<file path="src/rtl/axis_channel_loader.sv">
// Walks the set bits of a channel mask lowest-first, selecting one router channel at a
// time and gating the PS stream so exactly cmd_beats beats reach each selected channel.
module axis_channel_loader #(
    parameter int NUM_CH = 16,
    parameter int BEAT_W = 16,
    parameter int IDX_W  = 4
) (
    input  logic              clk,
    input  logic              rst,
    input  logic              cmd_valid,
    output logic              cmd_ready,
    input  logic [NUM_CH-1:0] cmd_mask,
    input  logic [BEAT_W-1:0] cmd_beats,
    input  logic              abort,
    output logic [NUM_CH-1:0] channel_select,
    input  logic              s_axis_tvalid,
    output logic              s_axis_tready,
    output logic              m_axis_tvalid,
    input  logic              m_axis_tready,
    output logic              busy,
    output logic              done,
    output logic              aborted,
    output logic [IDX_W-1:0]  cur_index,
    output logic [BEAT_W-1:0] beat_count
);

    typedef enum logic [1:0] {
        S_IDLE   = 2'd0,
        S_SELECT = 2'd1,
        S_STREAM = 2'd2,
        S_DONE   = 2'd3
    } state_t;

    state_t            state_q, state_d;
    logic [NUM_CH-1:0] remaining_q, remaining_d;
    logic [BEAT_W-1:0] target_q, target_d;
    logic [NUM_CH-1:0] channel_select_q, channel_select_d;
    logic [IDX_W-1:0]  cur_index_q, cur_index_d;
    logic [BEAT_W-1:0] beat_count_q, beat_count_d;
    logic              done_q, done_d;
    logic              aborted_q, aborted_d;

    logic              beat_fire;
    logic              last_beat;
    logic              degenerate;
    logic [NUM_CH-1:0] rem_clr;
    logic [NUM_CH-1:0] pe_in;
    logic [IDX_W-1:0]  pe_idx;
    logic              pe_any;

    assign beat_fire  = (state_q == S_STREAM) && s_axis_tvalid && m_axis_tready;
    assign last_beat  = beat_fire && (beat_count_q == (target_q - BEAT_W'(1)));
    assign degenerate = (cmd_mask == '0) || (cmd_beats == '0);
    assign rem_clr    = remaining_q & ~channel_select_q;

    // One priority encoder serves both the first pick in IDLE and the next pick in STREAM.
    assign pe_in = (state_q == S_IDLE) ? cmd_mask : rem_clr;

    always_comb begin
        pe_idx = '0;
        pe_any = 1'b0;
        for (int i = NUM_CH - 1; i >= 0; i--) begin
            if (pe_in[i]) begin
                pe_idx = IDX_W'(i);
                pe_any = 1'b1;
            end
        end
    end

    always_ff @(posedge clk) begin
        if (rst) begin
            state_q          <= S_IDLE;
            remaining_q      <= '0;
            target_q         <= '0;
            channel_select_q <= '0;
            cur_index_q      <= '0;
            beat_count_q     <= '0;
            done_q           <= 1'b0;
            aborted_q        <= 1'b0;
        end else begin
            state_q          <= state_d;
            remaining_q      <= remaining_d;
            target_q         <= target_d;
            channel_select_q <= channel_select_d;
            cur_index_q      <= cur_index_d;
            beat_count_q     <= beat_count_d;
            done_q           <= done_d;
            aborted_q        <= aborted_d;
        end
    end

    always_comb begin
        state_d = state_q;
        case (state_q)
            S_IDLE: begin
                if (cmd_valid) state_d = degenerate ? S_DONE : S_SELECT;
            end
            S_SELECT: state_d = abort ? S_DONE : S_STREAM;
            S_STREAM: begin
                if (abort)          state_d = S_DONE;
                else if (last_beat) state_d = pe_any ? S_SELECT : S_DONE;
            end
            S_DONE:   state_d = S_IDLE;
            default:  state_d = S_IDLE;
        endcase
    end

    always_comb begin
        remaining_d      = remaining_q;
        target_d         = target_q;
        channel_select_d = channel_select_q;
        cur_index_d      = cur_index_q;
        beat_count_d     = beat_count_q;
        aborted_d        = aborted_q;
        done_d           = 1'b0;
        case (state_q)
            S_IDLE: begin
                if (cmd_valid) begin
                    remaining_d  = cmd_mask;
                    target_d     = cmd_beats;
                    aborted_d    = 1'b0;
                    beat_count_d = '0;
                    if (!degenerate) begin
                        channel_select_d = NUM_CH'(1) << pe_idx;
                        cur_index_d      = pe_idx;
                    end
                end
            end
            S_SELECT: begin
                if (abort) aborted_d = 1'b1;
            end
            S_STREAM: begin
                if (beat_fire) beat_count_d = beat_count_q + BEAT_W'(1);
                // Abort beats the last beat: the channel is not advanced.
                if (abort) begin
                    aborted_d = 1'b1;
                end else if (last_beat) begin
                    remaining_d  = rem_clr;
                    beat_count_d = '0;
                    if (pe_any) begin
                        channel_select_d = NUM_CH'(1) << pe_idx;
                        cur_index_d      = pe_idx;
                    end
                end
            end
            default: ;
        endcase
        if (state_d == S_DONE) begin
            channel_select_d = '0;
            done_d           = 1'b1;
        end
    end

    assign cmd_ready      = (state_q == S_IDLE);
    assign busy           = (state_q != S_IDLE);
    assign m_axis_tvalid  = s_axis_tvalid & (state_q == S_STREAM);
    assign s_axis_tready  = m_axis_tready & (state_q == S_STREAM);
    assign channel_select = channel_select_q;
    assign cur_index      = cur_index_q;
    assign beat_count     = beat_count_q;
    assign done           = done_q;
    assign aborted        = aborted_q;

endmodule

</file>
<file path="config.mk">
export PLATFORM = sky130hd
export DESIGN_NAME = axis_channel_loader
export DESIGN_NICKNAME = d
export VERILOG_FILES = /design/src/rtl/axis_channel_loader.sv
export SDC_FILE = /design/constraint.sdc
export NUM_CORES = 1
export LEC_CHECK = 0
export ABC_CLOCK_PERIOD_IN_PS = 3350
export CAP_MARGIN = 20
export CORE_MARGIN = 8
export CORE_UTILIZATION = 45
export CTS_BUF_LIST = sky130_fd_sc_hd__clkbuf_4
export DETAILED_ROUTE_END_ITERATION = 16
export GPL_ROUTABILITY_DRIVEN = 0
export GPL_TIMING_DRIVEN = 0
export HOLD_SLACK_MARGIN = 0.1
export PLACE_DENSITY = 0.73
export SLEW_MARGIN = 5
export SYNTH_ARGS = -nofsm -noshare
export SYNTH_HDL_FRONTEND = slang
export SYNTH_SLANG_ARGS = --single-unit
</file>
<file path="constraint.sdc">
create_clock -name clk -period 3.35 [get_ports clk]
set_input_delay 1.005 -clock clk [delete_from_list [all_inputs] [get_ports clk]]
set_output_delay 1.005 -clock clk [all_outputs]
set_load 0.005 [all_outputs]
</file>
# After elaboration in Yosys (flattened, before gate mapping)
# Cells that the tools add are included.
dict set report word_totals {
  wordCells 108
  in_bits 38
  out_inout_bits 42
  ff_bits 72
}
dict set report classes {
  n_eq_ne 11
  shifts 1
  mux 65
  add_sub_neg 2
  reduce_logical 17
  bitwise 4
}
# op n
set op_table {}
lappend op_table {{16-bit two-way mux} 13}
lappend op_table {{16-bit case mux with 2 select lines} 3}
lappend op_table {{4-bit two-way mux} 21}
lappend op_table {{16-bit zero test} 2}
lappend op_table {{1-bit two-way mux} 20}
lappend op_table {{16-bit by 1-bit adder with 16-bit output, second input constant} 1}
lappend op_table {{16-bit AND} 1}
lappend op_table {{16-bit == test} 1}
lappend op_table {{16-bit NOT} 1}
lappend op_table {{1-bit by 4-bit << shifter with 16-bit output, first input constant} 1}
lappend op_table {{16-bit by 1-bit subtractor with 16-bit output, second input constant} 1}
lappend op_table {{2-bit two-way mux} 5}
lappend op_table {{2-bit inequality test, second input constant} 5}
lappend op_table {{2-bit case mux with 4 select lines} 1}
lappend op_table {{4-bit case mux with 2 select lines} 1}
lappend op_table {{2-bit == test, second input constant} 3}
lappend op_table {{6-bit AND reduction} 1}
lappend op_table {{2-bit nonzero test} 3}
lappend op_table {{2-bit AND reduction} 2}
lappend op_table {{4-bit AND reduction} 1}
lappend op_table {{2-bit OR reduction} 2}
lappend op_table {{1-bit logical AND} 3}
lappend op_table {{3-bit AND reduction} 1}
lappend op_table {{1-bit AND} 2}
lappend op_table {{5 further kinds} 5}

# Logic depth before layout (Yosys ltp)
dict set report logic_depth {
  ltp_word 25
  mapped_depth 15
  depth_no_buf 10
}

# Worst setup path after synthesis
# OpenSTA, ideal clock, no wires.
dict set report synth_path {
  path_kind {input to register}
  start {input cmd_mask[9]}
  end {register channel_select_q[15] (netlist: channel_select[15])}
  path_buffers 2
  setup_ns 0.095
  slack_ns 0.132
  t_arrival_ns 3.123
  stages 10
  path_cell_list {and2_1 -> a2111o_1 -> nor4_1 -> nand2_1 -> nor3_1 -> or2_2 -> clkbuf_1 -> clkbuf_1 -> o21ai_0 -> a221oi_1}
}
dict set report synth_via {
  elab_chain_len 17
  elab_cells_between_ends 41
  classes_between {eq/ne: 3; shift: 1; mux: 33; reduce/logical: 4}
}
# item line
set synth_rtl {}
lappend synth_rtl {{start: declaration} 12} ;# input logic [NUM_CH-1:0] cmd_mask,
lappend synth_rtl {{16-bit two-way mux} 57} ;# assign pe_in = (state_q == S_IDLE) ? cmd_mask : rem_clr;
lappend synth_rtl {{1-bit two-way mux (10 in a row)} 63} ;# if (pe_in[i]) begin
lappend synth_rtl {{2-bit two-way mux (2 in a row)} 101} ;# else if (last_beat) state_d = pe_any ? S_SELECT : S_DONE;
lappend synth_rtl {{2-bit two-way mux} 100} ;# if (abort) state_d = S_DONE;
lappend synth_rtl {{2-bit case mux with 4 select lines} 94} ;# case (state_q)
lappend synth_rtl {{2-bit == test} 148} ;# if (state_d == S_DONE) begin
lappend synth_rtl {{2-bit OR reduction (no source line)} -}
lappend synth_rtl {{end signal: assignment} 84} ;# channel_select_q <= channel_select_d;
lappend synth_rtl {{end: declaration} 37} ;# logic [NUM_CH-1:0] channel_select_q, channel_select_d;
# Parallel ways exist; a longest one is shown, timed or not. The select of a mux whose other input is x is not followed.
# A chain may end at the register's enable or synchronous reset.

# Final worst setup path
dict set report layout_path {
  start {input cmd_mask[9]}
  end {register channel_select_q[14] (netlist: channel_select[14])}
}
# The elaborated chain is that of the path after synthesis.

==> impl_metrics.toml <==
[timing]
fin_skew_ns = 0.0160
hold_viol = 0
tightest_slew_ns = 0.769
setup_slack_ns = -0.0526
slew_headroom_pct = 48.7
finalCriticalPeriod_ns = 3.40
post-route-period-util_pct = 102
timing.fmax_mhz = 294
rsz0062_at_grt = "true"
setup_viol = 2
slew_violations = 0

[route]
via_count = 4869
post_drt_wl_per_cell_microns = 18.6
drt_iter0_markers = 440
drtPass1Iterations = 5
drc = 0
vias_per_cell = 6.12
ant_nets = 0
wl_mm = 14.8

[synth]
synth_fp_nets = 596
synth_flop_cell = "dfxtp_1"
syn_area_sq_mm = 0.00442
synth_top_cells_by_area = "dfxtp_1 33%, nand2_1 5.4%, o21ai_0 5.2%, xor2_1 4.0%, a21oi_1 3.6%"
synthTopCellsByCount = "72 x dfxtp_1, 64 x nand2_1, 46 x o21ai_0"
yosysMostFrequentCell = "dfxtp_1"
avgSynthCellArea_sq_um = 7.98
yosys.area.top_type = "dfxtp_1"
syn_inst = 553
seq_area_frac_synth_pct = 32.6
async_flop_share_pct = 0
synth_seq_cells = 72
yosys.cell_types.count = 65
yosys_warnings = 0
synth.top_cell.area_share_pct = 32.6
synth_edf_count = 0

[critical_path]
worstSetupPathType = "in2reg"
cpPeakStageDelay_ns = 0.55
path_cells = "clkdlybuf4s50_1, and2_1, a2111o_1, a2111oi_4, nand3_1, o21a_1, or4_4, a221oi_2"
critPathMaxFanout = 3
cp.arrival_ns = 3.75
cp_slowest_cell = "or4_4"
cp-end-kind = "flop"
required_ns = 3.70
cp-start-kind = "primary input"

[floorplanning]
die_area_sq_mm = 0.0132
num_io_pins = 80
die_h_microns = 115
core_area_sq_mm = 0.00964
fp-row-count = 36
die_w_microns = 115
start_util_pct = 45.8

[power_and_ir_drop]
p_comb_share_pct = 63.0
irDropWorstVdd_uv = 366
p_seq_share_pct = 24.8
power_leakage_uw = 0.00198
p_sw_uw = 2170
clkPwrFrac_pct = 12.2
power_density_mw_per_mm2 = 762
p_int_uw = 2380
sw_frac_of_total_pct = 47.7
finalPower_uw = 4560

[global_route]
grt_pass1_wl_mm = 22.8
gr-usage-met2_pct = 37.8
grt_max_degree = 14
grt-busiest-layer = "met2"
use_met1_pct = 23.8
use_met3_pct = 4.67
grt.total_usage_pct = 21.5
antenna_found_initial = 0
grt_pass1_vias = 4682
grt.overflow.total = 0

[clock_tree]
cts_tree = "built"
clockBufferDepth = 2
clock-root-buffer = "clkbuf_4"
htreeDepth = 3
insertion_delay_ns = 0.44
cts_sinks = 72
cts.clk_slew.worst_paths_ns = 0.12
cts_buffers = 9

[job]
cap_violations = 0

[hold_path]
hp-class = "reg2reg"

[finish]
fin_area_sq_mm = 0.00598
regArea_sq_mm = 0.00145
multi_input_area_sq_mm = 0.00304
instances_no_fill = 795
synthToLayoutAreaGrowth_pct = 35.5
drive_above_1_share_pct = 18.7
final_nets = 700
nFillCells = 871
num_antenna_cells = 0
fin_util_pct = 62.1

[place]
dp_slack_ns = -1.00
dpl-instance-area_sq_mm = 0.00537
io_buffers = 79
placed_cells = 765
dp_hpwl_mm = 10.9

[outcome]
outcome = "finished with violations"
violations = "negative setup slack"
-- final timing paths --
| path | from | to | slack (ns) | cells past startpoint |
|---|---|---|---|---|
| max | cmd_mask[9] | channel_select[14] | -0.05 | 8 |
| min | target_q[15] | target_q[15] | 0.48 | 2 |
| max reg2reg | state_q[0] | channel_select[14] | 0.03 | 11 |
| min reg2reg | target_q[15] | target_q[15] | 0.48 | 2 |
-- power by group through the flow --
| stage | Combinational (uW) | Sequential [uW] | Clock (uW) |
|---|---|---|---|
| after global routing | 3070 | 1150 | 601 |
| after detailed placement | 2210 | 1140 | 0 |
| after CTS | 2420 | 1120 | 566 |
| final | 2870 | 1130 | 558 |
| after floorplan | 1580 | 1110 | 0 |
| after global placement | 2170 | 1130 | 0 |
-- cells in the final DEF, fill, tap and decap left out, types with 19 or more instances in the layout --
cell | synthesis | final
buf_4 | 2 | 19
dfxtp_1 | 72 | 68
inv_1 | 24 | 22
clkdlybuf4s50_1 | 0 | 79
a21oi_1 | 32 | 30
nor2_1 | 32 | 32
nor3_1 | 27 | 23
o21ai_0 | 46 | 45
xor2_1 | 20 | 20
nand2_1 | 64 | 64
-- metrics by stage --
step / setup TNS, ns / hold WS (ns)
finish: -0.0548 / 0.482
detailed placement: -29.25 / 0.468
global placement: -26.71 / 0.466
floorplan: 0 / 0.448
global route: -0.513 / 0.503
CTS: -0.0237 / 0.484
-- layer usage --
layer | wire length [microns] | vias up
met3 | 1200 | 68
met4 | 774 | 0
met2 | 7140 | 236
met5 | 0 | -
met1 | 5690 | 2293
li1 | - | 2272
-- final cells by class --
cell class | instances | share of cell area, %
multi-input combinational | 423 | 50.7
sequential | 72 | 24.2
timing repair buffer | 93 | 15.3
buffer | 34 | 3.14
tap | 133 | 2.78
inverter | 24 | 1.51
clock inverter | 7 | 1.19
clock buffer | 9 | 1.13
-- registers in the layout, indices dropped and copies added, names as in the netlist --
signal,count
beat_count,16
channel_select,16
remaining_q,16
target_q,16
cur_index,4
state_q,2
aborted,1
done,1
-- kinds of logic (layout without fill, tap and decap cells) --
group,Yosys count,in the layout,share of synthesized area (%)
and+or+nand+nor,234,234,28.9
AOI/OAI and AO/OA,152,152,25.2
DFF,72,72,32.6
buffers and inverters,58,167,5.41
xor gates and xnor gates,31,31,6.15
adders and majority gates,5,5,1.42
muxes,1,1,0.227
-- critical path: cells and delay by family --
| kind | cells | cell delay, ns |
|---|---|---|
| AND/OR/NAND/NOR | 3 | 0.94 |
| buffers and inverters | 1 | 0.48 |
| AO/OA/AOI/OAI | 4 | 1.32 |
-- timing repair --
action / CTS / global route
gates resized for setup: 31 / 66
endpoints found under the setup margin: 47 / 43
hold buffers: 0 / 0
buffers inserted: 3 / 10
gates cloned: 0 / 1
pin swaps: 4 / 29
(Power assumes the default switching activity.)
